$ cat src/rtl/pci_initiator_pkg.sv
// rtl/pci_initiator_pkg.sv - shared types and defaults for the PCI initiator
package pci_pkg;

  typedef enum logic [2:0] {
    ST_IDLE,
    ST_REQ,
    ST_ADDR,
    ST_DATA,
    ST_ABORT,
    ST_TURN
  } state_t;

  localparam int BEAT_W           = 4;
  localparam int TRDY_TIMEOUT_DEF = 8;
  localparam int DEVSEL_LIMIT_DEF = 5;

  // Beat counter increment that sticks at all-ones.
  function automatic logic [BEAT_W-1:0] beat_inc(input logic [BEAT_W-1:0] b);
    return (b == {BEAT_W{1'b1}}) ? b : b + 1'b1;
  endfunction

endpackage

$ cat src/rtl/pci_initiator_if.sv
// rtl/pci_initiator_if.sv - PCI initiator bus signals (active-low) with master/slave views
interface pci_initiator_if;
  logic _req;
  logic _frame;
  logic _irdy;
  logic _gnt;
  logic _trdy;
  logic _devsel;

  modport master (output _req, _frame, _irdy, input _gnt, _trdy, _devsel);
  modport slave  (input _req, _frame, _irdy, output _gnt, _trdy, _devsel);
endinterface

$ cat src/rtl/pci_init_timer.sv
// rtl/pci_init_timer.sv - loadable down-counting wait timer with clear and terminal count
module pci_init_timer #(
  parameter int unsigned LIMIT = 8,
  parameter int unsigned W     = $clog2(LIMIT + 1)
) (
  input  logic clk,
  input  logic reset,
  input  logic load,
  input  logic clear,
  input  logic en,
  output logic tc
);

  logic [W-1:0] count_q, count_d;

  // tc flags the enabled cycle that exhausts the loaded budget; a cleared timer never fires.
  assign tc = en && (count_q == W'(1));

  // Clear parks the counter at zero, load arms it, enable spends one unit.
  always_comb begin
    count_d = count_q;
    if (clear)                       count_d = '0;
    else if (load)                   count_d = W'(LIMIT);
    else if (en && count_q != '0)    count_d = count_q - W'(1);
  end

  // Counter register.
  always_ff @(posedge clk) begin
    if (reset) count_q <= '0;
    else       count_q <= count_d;
  end

endmodule

$ cat src/rtl/pci_initiator.sv
// rtl/pci_initiator.sv - PCI bus-master front end; PCI_DEVSEL_CHECK_EN enables the DEVSEL abort
module pci_initiator
  import pci_pkg::*;
#(
  parameter int unsigned TRDY_TIMEOUT = TRDY_TIMEOUT_DEF,
  parameter int unsigned DEVSEL_LIMIT = DEVSEL_LIMIT_DEF
) (
  input  logic              clk,
  input  logic              reset,
  input  logic              start,
  input  logic [BEAT_W-1:0] burst_len,
  pci_initiator_if.master   bus,
  output logic              busy,
  output logic              done,
  output logic              abort,
  output logic [BEAT_W-1:0] beat
);

  state_t            state_q, state_d;
  logic [BEAT_W-1:0] remaining_q, remaining_d;
  logic [BEAT_W-1:0] beat_q, beat_d;
  logic req_q, req_d, frame_q, frame_d, irdy_q, irdy_d;
  logic busy_q, busy_d, done_q, done_d, abort_q, abort_d;

  logic trdy_load, trdy_en, trdy_tc;
  logic dev_abort;

  // TRDY wait budget is re-armed on the address phase and after every completed beat.
  assign trdy_load = (state_q == ST_ADDR) || (state_q == ST_DATA && !bus._trdy);
  assign trdy_en   = (state_q == ST_DATA) && bus._trdy;

  pci_init_timer #(.LIMIT(TRDY_TIMEOUT)) u_trdy_timer (
    .clk   (clk),
    .reset (reset),
    .load  (trdy_load),
    .clear (1'b0),
    .en    (trdy_en),
    .tc    (trdy_tc)
  );

`ifdef PCI_DEVSEL_CHECK_EN
  logic dev_load, dev_clr, dev_en;
  // Once the target claims the cycle the DEVSEL timer is cleared and stays dormant.
  assign dev_load = (state_q == ST_ADDR);
  assign dev_en   = (state_q == ST_DATA) && bus._devsel;
  assign dev_clr  = (state_q == ST_DATA) && !bus._devsel;

  pci_init_timer #(.LIMIT(DEVSEL_LIMIT)) u_devsel_timer (
    .clk   (clk),
    .reset (reset),
    .load  (dev_load),
    .clear (dev_clr),
    .en    (dev_en),
    .tc    (dev_abort)
  );
`else
  localparam int unsigned unused_devsel_limit = DEVSEL_LIMIT;
  logic unused_devsel;
  assign unused_devsel = bus._devsel;
  assign dev_abort     = 1'b0;
`endif

  // Next state, transaction bookkeeping and registered output values.
  always_comb begin
    state_d     = state_q;
    remaining_d = remaining_q;
    beat_d      = beat_q;
    done_d      = 1'b0;
    abort_d     = 1'b0;
    case (state_q)
      ST_IDLE: begin
        if (start && burst_len != '0) begin
          remaining_d = burst_len;
          beat_d      = '0;
          state_d     = ST_REQ;
        end
      end
      ST_REQ:  if (!bus._gnt) state_d = ST_ADDR;
      ST_ADDR: state_d = ST_DATA;
      ST_DATA: begin
        if (dev_abort) begin
          state_d = ST_ABORT;
        end else if (!bus._trdy) begin
          beat_d      = beat_inc(beat_q);
          remaining_d = remaining_q - 1'b1;
          if (remaining_q == 4'd1) begin
            done_d  = 1'b1;
            state_d = ST_TURN;
          end
        end else if (trdy_tc) begin
          state_d = ST_ABORT;
        end
      end
      ST_ABORT: begin
        abort_d = 1'b1;
        state_d = ST_TURN;
      end
      ST_TURN: state_d = ST_IDLE;
      default: state_d = ST_IDLE;
    endcase
    req_d   = (state_q != ST_REQ);
    frame_d = !((state_q == ST_ADDR) || (state_q == ST_DATA && remaining_q > 4'd1));
    irdy_d  = !((state_q == ST_DATA) || (state_q == ST_ABORT));
    busy_d  = (state_d != ST_IDLE);
  end

  // State and output registers.
  always_ff @(posedge clk) begin
    if (reset) begin
      state_q     <= ST_IDLE;
      remaining_q <= '0;
      beat_q      <= '0;
      req_q       <= 1'b1;
      frame_q     <= 1'b1;
      irdy_q      <= 1'b1;
      busy_q      <= 1'b0;
      done_q      <= 1'b0;
      abort_q     <= 1'b0;
    end else begin
      state_q     <= state_d;
      remaining_q <= remaining_d;
      beat_q      <= beat_d;
      req_q       <= req_d;
      frame_q     <= frame_d;
      irdy_q      <= irdy_d;
      busy_q      <= busy_d;
      done_q      <= done_d;
      abort_q     <= abort_d;
    end
  end

  assign bus._req   = req_q;
  assign bus._frame = frame_q;
  assign bus._irdy  = irdy_q;
  assign busy       = busy_q;
  assign done       = done_q;
  assign abort      = abort_q;
  assign beat       = beat_q;

endmodule

$ cat src/flat_wrapper.sv
// flat-port wrapper written by rule: the top's interface ports become plain ports
module pci_initiator_flat import pci_pkg::*;
#(
  parameter int unsigned TRDY_TIMEOUT = TRDY_TIMEOUT_DEF,
  parameter int unsigned DEVSEL_LIMIT = DEVSEL_LIMIT_DEF
)
  (clk, reset, start, burst_len, busy, done, abort, beat, bus__req, bus__frame, bus__irdy, bus__gnt, bus__trdy, bus__devsel);
  pci_initiator_if bus_i ();
  input  logic clk;
  input  logic reset;
  input  logic start;
  input  logic [BEAT_W-1:0] burst_len;
  output logic busy;
  output logic done;
  output logic abort;
  output logic [BEAT_W-1:0] beat;
  output wire logic [$bits(bus_i._req)-1:0] bus__req;
  output wire logic [$bits(bus_i._frame)-1:0] bus__frame;
  output wire logic [$bits(bus_i._irdy)-1:0] bus__irdy;
  input wire logic [$bits(bus_i._gnt)-1:0] bus__gnt;
  input wire logic [$bits(bus_i._trdy)-1:0] bus__trdy;
  input wire logic [$bits(bus_i._devsel)-1:0] bus__devsel;
  assign bus__req = bus_i._req;
  assign bus__frame = bus_i._frame;
  assign bus__irdy = bus_i._irdy;
  assign bus_i._gnt = bus__gnt;
  assign bus_i._trdy = bus__trdy;
  assign bus_i._devsel = bus__devsel;
  pci_initiator #(.TRDY_TIMEOUT(TRDY_TIMEOUT), .DEVSEL_LIMIT(DEVSEL_LIMIT)) u_core (.clk(clk), .reset(reset), .start(start), .burst_len(burst_len), .bus(bus_i), .busy(busy), .done(done), .abort(abort), .beat(beat));
endmodule
$ cat config.mk
export PLATFORM = sky130hd
export DESIGN_NAME = pci_initiator_flat
export DESIGN_NICKNAME = d
export VERILOG_FILES = /design/src/rtl/pci_initiator_pkg.sv /design/src/rtl/pci_initiator_if.sv /design/src/rtl/pci_init_timer.sv /design/src/rtl/pci_initiator.sv /design/src/flat_wrapper.sv
export SDC_FILE = /design/constraint.sdc
export NUM_CORES = 1
export LEC_CHECK = 0
export ABC_AREA = 1
export ABC_CLOCK_PERIOD_IN_PS = 1260
export CAP_MARGIN = 20
export CORE_MARGIN = 8
export CORE_UTILIZATION = 45
export CTS_CLUSTER_SIZE = 24
export DETAILED_ROUTE_END_ITERATION = 12
export PLACE_DENSITY_LB_ADDON = 0.08
export SETUP_SLACK_MARGIN = 0.1
export SYNTH_ARGS = -nofsm -noshare
export SYNTH_HDL_FRONTEND = slang
export SYNTH_SLANG_ARGS = --single-unit
$ cat constraint.sdc
create_clock -name clk -period 1.26 [get_ports clk]
set_input_delay 0.252 -clock clk [delete_from_list [all_inputs] [get_ports clk]]
set_output_delay 0.252 -clock clk [all_outputs]
set_load 0.05 [all_outputs]
-- Word-level counts from Yosys, hierarchy flattened
Cells that the tools add are included.
- register bits after elaboration: 21
- latch bits: 0
- bits in writable memories: 0
- bits in read-only memories: 0
- word-level logic and storage cells: 66
- memories: 0
- add/sub/neg operators: 3
- multiply operators: 0
- div/mod/pow operators: 0
- order comparisons: 1
- eq/ne operators: 11
- shifts and indexed selects: 0
- muxes and demuxes: 17
- bitwise gates (word level): 1
- reduce and logical (&&, ||, !) cells: 22
- operators with widths (kind ; count):
    $mux 4 ; 7
    $pmux 4 s2 ; 2
    $mux 3 ; 5
    $pmux 3 s5 ; 1
    $eq 4x1->1 const B ; 2
    $reduce_bool 4->1 ; 2
    $sub 4x1->4 const B ; 2
    $eq 3x2->1 const B ; 2
    $logic_and 1x1->1 ; 6
    $add 4x1->4 const B ; 1
    $eq 4x4->1 const B ; 1
    $gt 4x1->1 const B ; 1
    $ne 2x2->1 const B ; 2
    $reduce_and 4->1 ; 1
    $reduce_bool 2->1 ; 2
    $eq 3x1->1 const B ; 1
    $eq 3x3->1 const B ; 1
    $logic_not 1->1 ; 3
    $logic_not 3->1 ; 1
    $logic_or 1x1->1 ; 3
    $ne 3x1->1 const B ; 1
    $reduce_and 3->1 ; 1
    $reduce_bool 3->1 ; 1
    $reduce_or 3->1 ; 1
    other kinds (4) ; 5

-- Depth between registers and ports, before layout
Gate-level depths: netlist of run 1.
- depth after elaboration: 7
- gate-level depth with buffers: 9
- mapped depth without buffers: 9

-- Hierarchy
Synthesis of run 1 repeated with hierarchy kept, for this count alone.
- cell total of the unflattened synthesis: 175
- area total of the unflattened synthesis: 1184.9 sq um
- modules (own cells, without submodules) (module ; times used ; cells an instance ; area each (sq um) ; sequential area each (sq um)):
    pci_initiator ; 1 ; 137 ; 930.9 ; 340.3
    pci_init_timer ; 1 ; 38 ; 254.0 ; 80.1

-- Worst setup path before layout of run 1
OpenSTA, ideal clock, no wires.
- path type: reg2reg
- start: reg u_core.beat_q[0], in the netlist u_core.beat[0]
- end: reg u_core.beat_q[0], in the netlist u_core.beat[0]
- setup time: 0.070 ns
- arrival time: 1.547 ns
- path slack: -0.356 ns
- stages on the path, launching flop included: 8
- path buffers: 0
- clock period less this slack: 1.616 ns
- path through: dfxtp_1 -> ha_1 -> nand2_1 -> inv_1 -> nand3_1 -> nand2_1 -> nand2_1 -> a21oi_1
- longest elaborated chain between the ends: 4
- ends and longest elaborated chain (item ; RTL line ; source):
    from (decl) ; pci_initiator.sv:21 ; logic [BEAT_W-1:0] beat_q, beat_d;
    from (signal assigned) ; pci_initiator.sv:122 ; beat_q <= beat_d;
    $add 4x1->4 ; pci_initiator_pkg.sv:19 ; return (b == {BEAT_W{1'b1}}) ? b : b + 1'b1;
    $mux 4 ; pci_initiator_pkg.sv:19 ;
    $mux 4 ; pci_initiator.sv:83 ; end else if (!bus._trdy) begin
    $pmux 4 s2 ; pci_initiator.sv:70 ; case (state_q)
Several ways; a longest one is shown, not always the timed one. The select of a mux whose other input is x is not followed.
A chain may end at the register's enable or synchronous reset.

-- Worst setup path in the final report of run 1
- start: reg u_core.state_q[1]
- end: reg u_core.remaining_q[2]
- longest elaborated chain between the ends: 3
- ends and longest elaborated chain (item ; RTL line ; source):
    from (decl) ; pci_initiator.sv:19 ; state_t state_q, state_d;
    from (signal assigned) ; pci_initiator.sv:120 ; state_q <= state_d;
    $eq 3x2->1 / $logic_not 3->1 (equally long branches) ; pci_initiator.sv:70 ;
    $ne 2x2->1 (no source line), or another cell as far along ; - ;
    $reduce_and 3->1 (no source line) ; - ;
    to (signal assigned) ; pci_initiator.sv:121 ; remaining_q <= remaining_d;
    to (decl) ; pci_initiator.sv:20 ; logic [BEAT_W-1:0] remaining_q, remaining_d;
Several ways; a longest one is shown, not always the timed one.

==> results of run 1 <==
[area by class of cell]
cell class	instances	area share
tap	30	0.01935
sequential	21	0.2329
multi-input combinational	118	0.4226
inverter	29	0.06129
clock buffer	4	0.01355
timing repair buffer	42	0.2503
[cells in the final DEF, fill, tap and decap left out]
cell,instances
sky130_fd_sc_hd__clkdlybuf4s50_1,6
sky130_fd_sc_hd__ha_4,3
sky130_fd_sc_hd__dfxtp_4,7
sky130_fd_sc_hd__nor3_2,1
sky130_fd_sc_hd__nand3_2,7
sky130_fd_sc_hd__dlymetal6s2s_1,2
sky130_fd_sc_hd__a21oi_1,8
sky130_fd_sc_hd__buf_12,11
sky130_fd_sc_hd__nand3_4,2
sky130_fd_sc_hd__nor2_2,2
sky130_fd_sc_hd__nand2_2,10
sky130_fd_sc_hd__o31ai_2,1
sky130_fd_sc_hd__dfxtp_1,10
sky130_fd_sc_hd__nand4_1,1
sky130_fd_sc_hd__nand3b_1,1
sky130_fd_sc_hd__dfxtp_2,4
sky130_fd_sc_hd__ha_2,2
sky130_fd_sc_hd__buf_4,21
sky130_fd_sc_hd__clkbuf_4,3
sky130_fd_sc_hd__inv_4,4
sky130_fd_sc_hd__a21oi_2,5
sky130_fd_sc_hd__buf_6,2
sky130_fd_sc_hd__o21ai_0,4
sky130_fd_sc_hd__nor3_1,1
sky130_fd_sc_hd__nand2_1,22
sky130_fd_sc_hd__inv_1,17
sky130_fd_sc_hd__nor2_4,4
sky130_fd_sc_hd__nand3_1,12
sky130_fd_sc_hd__o21ai_1,5
sky130_fd_sc_hd__clkbuf_1,1
sky130_fd_sc_hd__o21ai_2,3
sky130_fd_sc_hd__inv_2,7
sky130_fd_sc_hd__nor2_1,16
sky130_fd_sc_hd__nand2_4,8
sky130_fd_sc_hd__clkinv_1,1
[Yosys cell counts (2+ instances only)]
library cell | instances | area share
sky130_fd_sc_hd__a21oi_1 | 13 | 0.057
sky130_fd_sc_hd__dfxtp_1 | 21 | 0.37
sky130_fd_sc_hd__ha_1 | 5 | 0.055
sky130_fd_sc_hd__inv_1 | 26 | 0.086
sky130_fd_sc_hd__inv_2 | 2 | 0.0066
sky130_fd_sc_hd__nand2_1 | 33 | 0.11
sky130_fd_sc_hd__nand2_2 | 6 | 0.033
sky130_fd_sc_hd__nand3_1 | 20 | 0.088
sky130_fd_sc_hd__nor2_1 | 19 | 0.063
sky130_fd_sc_hd__nor2_2 | 2 | 0.011
sky130_fd_sc_hd__nor3_1 | 2 | 0.0088
sky130_fd_sc_hd__o21ai_0 | 10 | 0.044
sky130_fd_sc_hd__o21ai_1 | 2 | 0.0088
[timing repair]
item                                    CTS  global route
setup buffers                             4             6
pin swaps                                11            22
resized for setup                        31            52
endpoints found under the setup margin   18            21
cloned                                    1             0
endpoints found under the hold margin     0             0
[power breakdown]
part	total (mW)	internal, mW	switching, mW	leakage (nW)
Clock	0.329	0.123	0.206	0.0150
Combinational	0.519	0.235	0.284	0.699
Sequential	0.757	0.700	0.0568	0.178
[state kept, by name (all words and copies together) (netlist names), 3 cells and up]
name	count
u_core.state_q	3
u_core.beat	4
u_core.u_trdy_timer.count_q	4
u_core.remaining_q	4
[per-layer routing]
metal / wire, microns / vias up / global-route usage / share of wire
met5: 0 / - / 0 / 0
met4: 54 / 0 / 0.07733 / 0.017
met3: 157 / 10 / 0.03898 / 0.048
met2: 1663 / 35 / 0.2473 / 0.51
met1: 1396 / 590 / 0.1470 / 0.43
li1: - / 628 / - / -
[path summary, 6_finish.rpt]
check                                 startpoint                              to  slack, ns  cells past startpoint
hold / removal                      burst_len[0]           u_core.remaining_q[0]       0.30                      3
setup / recovery               u_core.state_q[1]           u_core.remaining_q[2]       0.06                      7
hold reg to reg   u_core.u_trdy_timer.count_q[0]  u_core.u_trdy_timer.count_q[0]       0.49                      2
setup reg to reg               u_core.state_q[1]           u_core.remaining_q[2]       0.06                      7
[worst max-delay path, delay by kind of cell, from the launching register on]
family                 cells  cell delay [ns]
DFF                        1             0.41
buffers and inverters      2             0.26
and+or+nand+nor            3             0.25
AOI/OAI and AO/OA          2             0.18
[metrics by stage]
step           worst slack, ns  power, mW  setup TNS, ns  hold slack [ns]
6_report               0.05797      1.605              0           0.2967
5_1_grt              -0.008579      1.698      -0.008579           0.3288
4_1_cts                0.06773      1.543              0           0.4914
3_5_place_dp           -0.2582      1.153         -3.078           0.4705
3_3_place_gp           -0.2343      1.143         -2.665           0.4706
2_1_floorplan          0.09855     0.9935              0           0.4512
[cells by family (layout without fill, tap and decap cells)]
logic type	after synthesis	in the layout
compound gates	26	26
buf+inv	32	75
fa+ha+maj	5	5
simple gates	86	87
flops	21	21
==> results.sh, run 1 <==
export IMPL_critical_path_max_fanout=6
export IMPL_detail_route_wirelength_microns=3271
export IMPL_timing_final_crit_period_ns=1.202
export IMPL_crit_path_cell_trace="nand2_4 > nor2_4 > buf_6 > buf_4 > o21ai_1 > a21oi_1 > nor2_1"
export IMPL_highest_clock_frequency_the_design_can_meet_ghz=0.8319
export IMPL_layout_cells_non_filler=244
export IMPL_grt_use_total=0.1406
export IMPL_tritoncts="done"
export IMPL_post_synth_and_or_nand_nor_area_fraction=0.3429
export IMPL_placed_cells_incl_taps=229
export IMPL_yosysSeqAreaShare=0.3692
export IMPL_inserted_diodes=0
export IMPL_placement_cell_area_sq_um=1582
export IMPL_final_max_slew_violation_count=0
export IMPL_cp_start_kind="flip-flop"
export IMPL_via_count_of_the_first_global_routing_pass=1231
export IMPL_numPortBuffers=18
export IMPL_insertion_delay_ns=0.30
export IMPL_ioPinCount=20
export IMPL_area_of_combinational_cells_with_multiple_inputs_sq_um=819.5
export IMPL_syn_area_sq_um=1139
export IMPL_synth_seq_cells=21
export IMPL_final_period_utilization=0.9540
export IMPL_synthMuxAreaShare=0
export IMPL_floorplan_die_area_sq_um=4396
export IMPL_worst_setup_path_end_kind="flip-flop"
export IMPL_post_synth_cell_area_avg_sq_um=6.698
export IMPL_die_height_microns=66.30
export IMPL_grt_pass1_wl_microns=4988
export IMPL_clkSinkCount=21
export IMPL_cpMaxStageDelayCell="sky130_fd_sc_hd__dfxtp_4"
export IMPL_grt_overflow_total=0
export IMPL_synth_cells=170
export IMPL_detailedRoute_firstPassIterationCount=4
export IMPL_leakage_nw=0.8925
export IMPL_initial_antenna_violation_count=0
export IMPL_routed_vias_inst=5.176
export IMPL_synth_enable_flop_cells=0
export IMPL_residual_drc_count=0
export IMPL_yosysUniqueCellTypes=22
export IMPL_postCtsHoldBufs=0
export IMPL_hold_violations=0
export IMPL_ff_latch_area_sq_um=451.7
export IMPL_maxSlewHeadroom=0.8256
export IMPL_share_of_the_core_filled_with_cells=0.7973
export IMPL_clk_pin_slew_ns=0.12
export IMPL_cts_inserted_buffers=3
export IMPL_required_time_of_the_critical_path_ns=1.47
export IMPL_root_buffer="sky130_fd_sc_hd__clkbuf_4"
export IMPL_arrival_ns=1.41
export IMPL_asyncSetResetFlopFracSynth=0
export IMPL_synth_top_family_by_area="simple AND/OR/NAND/NOR gates"
export IMPL_area_grow_syn2layout_pct=70.33
export IMPL_fillers=157
export IMPL_outcome="finished, final reports clean"
export IMPL_syn_num_nets=185
export IMPL_wl_per_cell_microns=13.41
export IMPL_place_detailed_hpwl_microns=2090
export IMPL_critical_path_class="reg -> reg"
export IMPL_htree_num_levels=1
export IMPL_pwr_density_cell_nw_per_um2=827.7
export IMPL_final_layout_size_suffix_gt1_frac=0.5000
export IMPL_drt_iter0_drc=70
export IMPL_synth_compound_area_frac=0.1165
export IMPL_core_sq_um=2432
export IMPL_rsz0062_at_grt="true"
export IMPL_via_count=1263
export IMPL_max_vdd_ir_drop_mv=0.7802
export IMPL_finalWeightedCongestion=0.8378
export IMPL_setup_violations=0
export IMPL_timing_critical_path_slowest_cell_delay_ns=0.41
export IMPL_cap_violations=0
export IMPL_synth_yosys_warnings=0
export IMPL_die_w_microns=66.30
export IMPL_clock_skew_final_ns=0.003818
export IMPL_hp_class="in -> reg"
export IMPL_grt_max_degree=12
export IMPL_nets=230
export IMPL_start_util=0.4681
export IMPL_yosys_most_used_dff="sky130_fd_sc_hd__dfxtp_1"
export IMPL_cts_max_path_bufs=2
export IMPL_synth_adder_area_share=0.05495
export IMPL_detail_route_antenna_nets=0
export IMPL_worst_slew_pin_transition_ns=0.2614
export IMPL_finalInstanceArea_sq_um=1939
export IMPL_synthXorXnorAreaFrac=0
export IMPL_std_cell_rows=18
Note: power is estimated with default switching activity, not from simulation.
==> run 2: changes to the inputs <==
--- a/config.mk
+++ b/config.mk
@@ -6,12 +6,12 @@
 export NUM_CORES = 1
 export LEC_CHECK = 0
 export ABC_AREA = 1
-export ABC_CLOCK_PERIOD_IN_PS = 1260
 export CAP_MARGIN = 20
 export CORE_MARGIN = 8
 export CORE_UTILIZATION = 45
 export CTS_CLUSTER_SIZE = 24
 export DETAILED_ROUTE_END_ITERATION = 12
+export GPL_TIMING_DRIVEN = 0
 export PLACE_DENSITY_LB_ADDON = 0.08
 export SETUP_SLACK_MARGIN = 0.1
 export SYNTH_ARGS = -nofsm -noshare
==> run 2 against run 1 <==
Net effect:
- global-route usage decreased by 0.75 points
- critical path depth is 1 higher
- sequential cell count is the same
- worst setup slack lost 0.048 ns
- routed wire length down 8.6%
- largest cell class unchanged
- clock power rose by 7.0%
- fmax shrank 3.8%
- worst hold slack worse by 0.074 ns
==> results.sh, run 2 (synthesized netlist as in run 1, its figures left out) <==
export IMPL_nets=219
export IMPL_wl_per_cell_microns=12.84
export IMPL_area_grow_syn2layout_pct=40.99
export IMPL_worstRegToRegCells=7
export IMPL_via_count_of_the_first_global_routing_pass=1071
export IMPL_grt_pass1_wl_microns=4609
export IMPL_timing_critical_path_slowest_cell_delay_ns=0.44
export IMPL_insertion_delay_ns=0.32
export IMPL_final_max_slew_violation_count=0
export IMPL_initial_antenna_violation_count=0
export IMPL_fin_worst_hold_slack_ns=0.2226
export IMPL_numPortBuffers=17
export IMPL_clock_skew_final_ns=0.005552
export IMPL_core_sq_um=2432
export IMPL_floorplan_die_area_sq_um=4396
export IMPL_hp_class="in -> reg"
export IMPL_detail_route_wirelength_microns=2991
export IMPL_critical_path_class="in -> reg"
export IMPL_detail_route_antenna_nets=0
export IMPL_grt_use_total=0.1331
export IMPL_routed_vias_inst=4.991
export IMPL_max_vdd_ir_drop_mv=1.045
export IMPL_highest_clock_frequency_the_design_can_meet_ghz=0.8000
export IMPL_worst_slew_pin_transition_ns=0.3287
export IMPL_pwr_density_cell_nw_per_um2=938.7
export IMPL_maxSlewHeadroom=0.7795
export IMPL_die_w_microns=66.30
export IMPL_worst_path_buf_inv=2
export IMPL_crit_path_cell_trace="clkdlybuf4s50_1 > nor2_1 > nand3_1 > nand2_2 > nand2_4 > buf_6 > o21ai_0 > nor2_1"
export IMPL_ioPinCount=20
export IMPL_arrival_ns=1.47
export IMPL_htree_num_levels=1
export IMPL_share_of_the_core_filled_with_cells=0.6600
export IMPL_layout_cells_most_common_list="28 x sky130_fd_sc_hd__nand2_1, 21 x sky130_fd_sc_hd__inv_1, 18 x sky130_fd_sc_hd__nor2_1"
export IMPL_rsz0062_at_grt="true"
export IMPL_worst_r2r_setup_slack_ns=0.02
export IMPL_timing_critical_path_mode_cell="sky130_fd_sc_hd__nor2_1"
export IMPL_die_height_microns=66.30
export IMPL_reg2reg_from="u_core.state_q[1]"
export IMPL_leakage_nw=0.7628
export IMPL_cap_violations=0
export IMPL_finalWeightedCongestion=0.8420
export IMPL_final_layout_size_suffix_gt1_frac=0.3547
export IMPL_clkSinkCount=21
export IMPL_std_cell_rows=18
export IMPL_setup_violations=0
export IMPL_start_util=0.4681
export IMPL_required_time_of_the_critical_path_ns=1.48
export IMPL_path_delay_family="buffers and inverters"
export IMPL_drt_iter0_drc=67
export IMPL_root_buffer="sky130_fd_sc_hd__clkbuf_4"
export IMPL_layout_commonest_cell="sky130_fd_sc_hd__nand2_1"
export IMPL_place_detailed_hpwl_microns=1930
export IMPL_cp_start_kind="input pin"
export IMPL_grt_max_degree=12
export IMPL_first_element_of_the_critical_path="burst_len[1]"
export IMPL_outcome="finished, final reports clean"
export IMPL_setup_worst_path_end="u_core.remaining_q[2]"
export IMPL_detailedRoute_firstPassIterationCount=6
export IMPL_tritoncts="done"
export IMPL_grt_overflow_total=0
export IMPL_worst_setup_path_end_kind="flip-flop"
export IMPL_inserted_diodes=0
export IMPL_timing_final_crit_period_ns=1.250
export IMPL_fin_setup_tns_ns=0
export IMPL_final_period_utilization=0.9920
export IMPL_r2r_end="u_core.busy"
export IMPL_worst_path_stages=8
export IMPL_residual_drc_count=0
export IMPL_critical_path_max_fanout=5
export IMPL_hold_violations=0
export IMPL_cpMaxStageDelayCell="sky130_fd_sc_hd__clkdlybuf4s50_1"
export IMPL_cts_inserted_buffers=3
export IMPL_clk_pin_slew_ns=0.13
export IMPL_cts_max_path_bufs=2
export IMPL_via_count=1163
## run 2: cell types whose count changed in the layout (fill, tap and decap cells not counted), sizes merged
| cell | delta |
|---|---|
| nand2 | -1 |
| buf | -12 |
| clkbuf | +3 |
| clkdlybuf4s50 | +1 |
| dlymetal6s2s | -2 |
## run 2: stage by stage
| step | power (mW) | cell area (sq um) | std cells | worst slack (ns) |
|---|---|---|---|---|
| 6_report | 1.507 | 1605 | 233 | 0.01002 |
| 5_1_grt | 1.588 | 1605 | 233 | -0.09627 |
| 4_1_cts | 1.465 | 1459 | 225 | 0.007298 |
| 3_5_place_dp | 1.093 | 1378 | 217 | -0.2738 |
| 3_3_place_gp | 1.088 | 1378 | 217 | -0.2882 |
| 2_1_floorplan | 0.9935 | 1170 | 170 | 0.09855 |
## run 2: what timing repair did
item                       CTS  global route
gates cloned                 1             0
pin swaps                    4             7
buffers inserted             3             8
hold buffers                 0             0
setup endpoints to repair   27            24
resized for setup           79            31
hold endpoints to repair     0             0
## run 2: how the worst min path moves through the flow
stage / from / end / depth (start not counted)
after floorplan: burst_len[0] / u_core.remaining_q[0] / 2
after global placement: u_core.remaining_q[1] / u_core.remaining_q[1] / 2
after detailed placement: u_core.remaining_q[1] / u_core.remaining_q[1] / 2
after CTS: reset / u_core.remaining_q[1] / 2
after global routing: reset / u_core.beat[1] / 2
final: reset / u_core.beat[2] / 2
## run 2: area by class of cell
type / count / area, sq um
Sequential cell: 21 / 451.7
Buffer: 3 / 27.53
Tap cell: 30 / 37.54
Multi-Input combinational cell: 117 / 689.4
Timing Repair Buffer: 29 / 261.5
Fill cell: 221 / 827.0
Clock buffer: 4 / 26.28
Inverter: 29 / 111.4
## run 2: routing by layer
metal  vias up  track usage  wire length, microns
met5         -            0                     0
met4         0      0.08267                    56
met3         5      0.02881                   157
met2        35       0.2159                  1416
met1       517       0.1550                  1360
li1        606            -                     -
## run 2: worst reg2reg max path, stage by stage (launching register included)
cell,delay (ns)
sky130_fd_sc_hd__dfxtp_4,0.41
sky130_fd_sc_hd__inv_2,0.06
sky130_fd_sc_hd__nand3_1,0.17
sky130_fd_sc_hd__nand2_1,0.09
sky130_fd_sc_hd__nor2_1,0.12
sky130_fd_sc_hd__nand3_1,0.10
sky130_fd_sc_hd__nand2_1,0.12
sky130_fd_sc_hd__nand3_2,0.08
## run 2: where the power goes
part           switching [mW]  internal (mW)  leakage [nW]
Combinational           0.249          0.164         0.570
Clock                   0.228          0.124        0.0150
Sequential             0.0416          0.700         0.178
